**config.mk**
```make
export PLATFORM = sky130hd
export DESIGN_NAME = mult_arbiter
export DESIGN_NICKNAME = d
export VERILOG_FILES = /design/src/rtl/mult_arbiter.sv
export SDC_FILE = /design/constraint.sdc
export NUM_CORES = 1
export LEC_CHECK = 0
export ABC_AREA = 1
export BUFFER_PORTS_ARGS = -buffer_cell sky130_fd_sc_hd__buf_2
export CAP_MARGIN = 20
export CORE_MARGIN = 2
export CORE_UTILIZATION = 41
export CTS_CLUSTER_SIZE = 14
export DETAILED_ROUTE_END_ITERATION = 8
export PLACE_DENSITY = 0.86
export SLEW_MARGIN = 20
export SYNTH_ARGS = -nofsm -noshare
export SYNTH_HDL_FRONTEND = slang
export SYNTH_SLANG_ARGS = --single-unit
```
**constraint.sdc**
```tcl
create_clock -name clk -period 1.9 [get_ports clk]
set_clock_uncertainty 0.05 [all_clocks]
set_input_delay 0.19 -clock clk [delete_from_list [all_inputs] [get_ports clk]]
set_output_delay 0.19 -clock clk [all_outputs]
set_load 0.02 [all_outputs]
```
**src/rtl/mult_arbiter.sv**
```systemverilog
// Round-robin arbiter that shares one sequential 8x8 multiplier among NREQ clients.
// Grants one request at a time, sequences start/busy with timeouts, returns the product.
//
// state       | meaning
// ------------+------------------------------------------------------------
// S_IDLE      | arbitrate among req_valid_i, latch operands of the winner
// S_ISSUE     | one-cycle mult_start_o pulse
// S_WAIT_BUSY | wait for mult_busy_i to rise (bounded by BUSY_WAIT)
// S_RUN       | wait for mult_busy_i to fall (bounded by RUN_MAX)
// S_RESP      | present response to the granted client until it accepts
module mult_arbiter #(
  parameter int NREQ      = 4,
  parameter int BUSY_WAIT = 4,
  parameter int RUN_MAX   = 16
) (
  input  logic              clk,
  input  logic              rst,
  input  logic [NREQ-1:0]   req_valid_i,
  input  logic [8*NREQ-1:0] req_a_i,
  input  logic [8*NREQ-1:0] req_b_i,
  output logic [NREQ-1:0]   req_ready_o,
  output logic [NREQ-1:0]   resp_valid_o,
  input  logic [NREQ-1:0]   resp_ready_i,
  output logic [15:0]       resp_y_o,
  output logic              resp_err_o,
  output logic              mult_start_o,
  output logic [7:0]        mult_a_o,
  output logic [7:0]        mult_b_o,
  input  logic              mult_busy_i,
  input  logic [15:0]       mult_y_i
);

  localparam int IW   = $clog2(NREQ);
  localparam int TMAX = (BUSY_WAIT > RUN_MAX) ? BUSY_WAIT : RUN_MAX;
  localparam int CW   = $clog2(TMAX + 1);

  typedef enum logic [2:0] {
    S_IDLE,
    S_ISSUE,
    S_WAIT_BUSY,
    S_RUN,
    S_RESP
  } state_t;

  state_t        state_q, state_d;
  logic [IW-1:0] rr_q, rr_d;
  logic [IW-1:0] gsel_q, gsel_d;
  logic [7:0]    a_q, a_d;
  logic [7:0]    b_q, b_d;
  logic [CW-1:0] cnt_q, cnt_d;
  logic [15:0]   y_q, y_d;
  logic          err_q, err_d;

  logic          gnt_found;
  logic [IW-1:0] gnt_idx;
  logic [7:0]    a_sel, b_sel;

  // Search upward from rr_q+1 with wrap, so the last winner has lowest priority.
  always_comb begin
    int cand;
    cand      = 0;
    gnt_found = 1'b0;
    gnt_idx   = '0;
    for (int k = 1; k <= NREQ; k++) begin
      cand = int'(rr_q) + k;
      if (cand >= NREQ) cand = cand - NREQ;
      if (!gnt_found && req_valid_i[IW'(cand)]) begin
        gnt_found = 1'b1;
        gnt_idx   = IW'(cand);
      end
    end
  end

  always_comb begin
    a_sel = '0;
    b_sel = '0;
    for (int i = 0; i < NREQ; i++) begin
      if (gnt_idx == IW'(i)) begin
        a_sel = req_a_i[i*8 +: 8];
        b_sel = req_b_i[i*8 +: 8];
      end
    end
  end

  always_ff @(posedge clk) begin
    if (rst) begin
      state_q <= S_IDLE;
      rr_q    <= IW'(NREQ - 1);
      gsel_q  <= '0;
      a_q     <= '0;
      b_q     <= '0;
      cnt_q   <= '0;
      y_q     <= '0;
      err_q   <= 1'b0;
    end else begin
      state_q <= state_d;
      rr_q    <= rr_d;
      gsel_q  <= gsel_d;
      a_q     <= a_d;
      b_q     <= b_d;
      cnt_q   <= cnt_d;
      y_q     <= y_d;
      err_q   <= err_d;
    end
  end

  always_comb begin
    state_d = state_q;
    rr_d    = rr_q;
    gsel_d  = gsel_q;
    a_d     = a_q;
    b_d     = b_q;
    cnt_d   = cnt_q;
    y_d     = y_q;
    err_d   = err_q;
    case (state_q)
      S_IDLE: begin
        if (gnt_found) begin
          a_d     = a_sel;
          b_d     = b_sel;
          gsel_d  = gnt_idx;
          rr_d    = gnt_idx;
          state_d = S_ISSUE;
        end
      end
      S_ISSUE: begin
        cnt_d   = '0;
        state_d = S_WAIT_BUSY;
      end
      S_WAIT_BUSY: begin
        if (mult_busy_i) begin
          cnt_d   = '0;
          state_d = S_RUN;
        end else begin
          cnt_d = cnt_q + CW'(1);
          if (cnt_d == CW'(BUSY_WAIT)) begin
            y_d     = '0;
            err_d   = 1'b1;
            state_d = S_RESP;
          end
        end
      end
      S_RUN: begin
        if (!mult_busy_i) begin
          y_d     = mult_y_i;
          err_d   = 1'b0;
          state_d = S_RESP;
        end else begin
          cnt_d = cnt_q + CW'(1);
          if (cnt_d == CW'(RUN_MAX)) begin
            y_d     = '0;
            err_d   = 1'b1;
            state_d = S_RESP;
          end
        end
      end
      S_RESP: begin
        if (resp_ready_i[gsel_q]) state_d = S_IDLE;
      end
      default: state_d = S_IDLE;
    endcase
  end

  always_comb begin
    req_ready_o  = '0;
    resp_valid_o = '0;
    if (state_q == S_IDLE && gnt_found && !rst) req_ready_o[gnt_idx] = 1'b1;
    for (int i = 0; i < NREQ; i++) begin
      resp_valid_o[i] = (state_q == S_RESP) && (gsel_q == IW'(i));
    end
    mult_start_o = (state_q == S_ISSUE);
    mult_a_o     = a_q;
    mult_b_o     = b_q;
    resp_y_o     = y_q;
    resp_err_o   = err_q;
  end

endmodule

```
==> results.tsv <==
stage	metric	value	unit
outcome	status	complete, but fails checks	
outcome	violations	setup timing	
global_routing	grt_pass1_vias	3315	
worst_setup_path	crit_buf_inv	3	
sta	setup_slack	-0.2821	ns
logic_synthesis	syn_area_per_cell	6.620	µm²
clocking	clockBufferDepth	2	
sta	slew_headroom	64.73	%
worst_setup_path	arrival	1.94	ns
clocking	clk-insertion-delay-late	0.30	ns
final_layout	num-nets-final	659	
die	dieArea	0.006981	mm²
die	ios	133	
drt	dr.pass1.iters	5	
clocking	cts_max_level	2	
power	leakage	2.090	nW
drt	drt_iter0_markers	250	
worst_setup_path	crit_path_end_kind	output pin	
sta	worst_hold_slack	0.07643	ns
die	std_cell_rows	28	
sta	setup_tns	-5.420	ns
global_routing	grt_first_pass_wirelength	14.46	mm
clocking	cts.sinks	45	
global_routing	gr-usage-all-layers	24.49	%
drt	drtAntennaViolNets	0	
worst_setup_path	r2r_slack	-0.25	ns
sta	finalMaxSlewViolations	0	
min_path	min_path_cells	3	
worst_setup_path	max_stage_delay	0.42	ns
logic_synthesis	syn_area	0.002595	mm²
logic_synthesis	yosys_warnings	0	
clocking	cts_buffers	5	
worst_setup_path	startpoint_type	flip-flop	
place	place_area	0.003572	mm²
final_layout	drive_gt1_share	49.21	%
worst_setup_path	r2r_end	mult_a_o[2]	
logic_synthesis	synth_cells	392	
die	die_h	83.56	µm
drt	drc	0	
die	die_width	83.56	µm
place	dp_slack	-0.2166	ns
global_routing	antenna_found_initial	0	
sta	fin_crit_sh	114.8	%
drt	routed_via_density	5.425	
worst_setup_path	required	1.66	ns
place	port-buffer-count	132	
worst_setup_path	path_class	flip-flop to output pin	
clocking	cts_tree	built	
final_layout	antenna_cells	0	
sta	max_freq	458.3	MHz
clocking	clk_pin_slew_worst_paths	0.09	ns
final_layout	area.growth.synth_to_final	60.90	%
place	dp_hpwl	6.369	mm
sta	rsz0062_at_grt	true	
clocking	holdBufCountCts	0	
worst_setup_path	crit_fanout	7	
sta	final_hold_viol_count	0	
logic_synthesis	synth_seq_cells	45	
final_layout	final_common_cell	buf_2	
global_routing	grt_max_degree	32	
logic_synthesis	ys_seq_area_share	34.72	%
sta	fin_crit	2.182	ns
min_path	hold_end	resp_y_o[10]	
power	peakVddDrop	0.001270	V
power	p_per_area	1973	mW/mm²
final_layout	fin_area	0.004175	mm²
worst_setup_path	regToRegStartpoint	rr_q[0]	
sta	setup_viol_count_final	42	
logic_synthesis	synthDistinctLibCells	31	
worst_setup_path	crit_slowest_cell	dfxtp_4	
drt	vias	3483	
drt	wl_per_cell	15.48	µm
min_path	hold_class	primary input to flip-flop	
global_routing	grt_overflow	0	
die	initial_core_util	43.06	%
min_path	worstHoldStart	mult_y_i[10]	
clocking	cts_root_buf	clkbuf_8	
place	gp_congestion	0.8762	
drt	drt_wl_total	9.941	mm
worst_setup_path	crit_chain	inv_8 > nand2_4 > nand2_4 > nand2_2 > nand2_2 > nor2_4 > nand2_1 > nor2_1 > nor2_1 > buf_6 > nor3_4 > buf_6	
worst_setup_path	cp_top_family	simple AND/OR/NAND/NOR gates	
sta	worst_pin_slew	0.5250	ns
final_layout	final_cell_mix	buf_2, nand2_1, dfxtp_1	
worst_setup_path	reg2reg_depth	17	
flow_run	cap_violations	0	
die	core	0.006026	mm²
logic_synthesis	syn-num-nets	485	
[tightest hold or removal path, stage by stage]
cell and delay, ns:
buf_2 0.09, nand2_1 0.05, a21oi_1 0.05
[cell type report]
class / count / area (µm²)
clock buffer: 6 / 72.57
clock inverter: 2 / 38.79
fill: 473 / 1851
inverter: 32 / 132.6
multi-input combinational: 301 / 1795
sequential: 45 / 908.4
tap: 75 / 93.84
timing repair buffer: 181 / 1134
[cells in the mapped netlist (all sizes together)]
cell,n,area share [%]
a211oi,3,0.87
a21oi,26,5.0
a22oi,8,2.3
a31oi,1,0.24
buf,9,2.2
clkbuf,7,1.0
dfxtp,45,35
ha,2,0.96
inv,32,4.6
nand2,126,20
nand3,20,4.1
nand3b,1,0.29
nand4,19,4.6
nor2,42,7.1
nor3,16,3.5
nor3b,5,1.4
o211ai,5,1.4
o21ai,19,3.7
or2,3,0.72
xnor2,1,0.34
xor2,2,0.68
[metrics by stage]
stage          std cells  power (mW)  util, %
3_5_place_dp         613       6.048    59.28
3_3_place_gp         613       5.905    59.28
6_report             642       8.239    69.29
5_1_grt              642       8.758    69.29
2_1_floorplan        392       4.455        -
4_1_cts              628       7.311    64.16
[kinds of logic (layout without fill, tap and decap cells)]
family | after synthesis | in the layout | share of synthesized area, %
buffers and inverters | 48 | 221 | 7.859
AND/OR/NAND/NOR | 232 | 234 | 41.90
flip-flops | 45 | 45 | 34.72
AO/OA/AOI/OAI | 62 | 62 | 13.55
adder cells (fa/ha/maj) | 2 | 2 | 0.9642
XOR/XNOR | 3 | 3 | 1.013
[where the power goes]
group | total (mW) | internal (mW) | leakage, nW | switching, mW
clock network | 0.750 | 0.396 | 0.0554 | 0.354
logic | 6.13 | 2.61 | 1.67 | 3.52
registers | 1.36 | 1.18 | 0.369 | 0.181
[what timing repair did]
action                     in CTS  in global routing
buffers inserted                6                 13
gates resized for setup        45                 55
gates cloned                    1                  1
setup endpoints to repair      40                 40
pin swaps                      14                 20
[layer usage]
metal  up-vias  global-route usage (%)  share of wire, %
met5         -                       0                 0
met4         0                   12.61               4.3
met3        42                   4.451               7.2
met2       201                   42.38                51
met1      1594                   28.88                38
li1       1646                       -                 -
[state kept, by name, indices dropped and copies added (netlist names)]
| name | count |
|---|---|
| resp_y_o | 16 |
| mult_a_o | 8 |
| mult_b_o | 8 |
| cnt_q | 5 |
| state_q | 3 |
| gsel_q | 2 |
| rr_q | 2 |
| resp_err_o | 1 |
[worst max-delay path by stage]
stage	to	slack [ns]	startpoint	depth (start not counted)
floorplan	req_ready_o[3]	-0.006	rr_q[1]	13
global placement	resp_y_o[7]	-0.06	rr_q[1]	10
detailed placement	resp_y_o[11]	-0.22	rr_q[1]	10
CTS	req_ready_o[0]	-0.25	rr_q[0]	13
global route	mult_a_o[2]	-0.38	rr_q[0]	17
finish	req_ready_o[2]	-0.28	rr_q[0]	12
No activity file was read; power rests on OpenSTA's default activity.
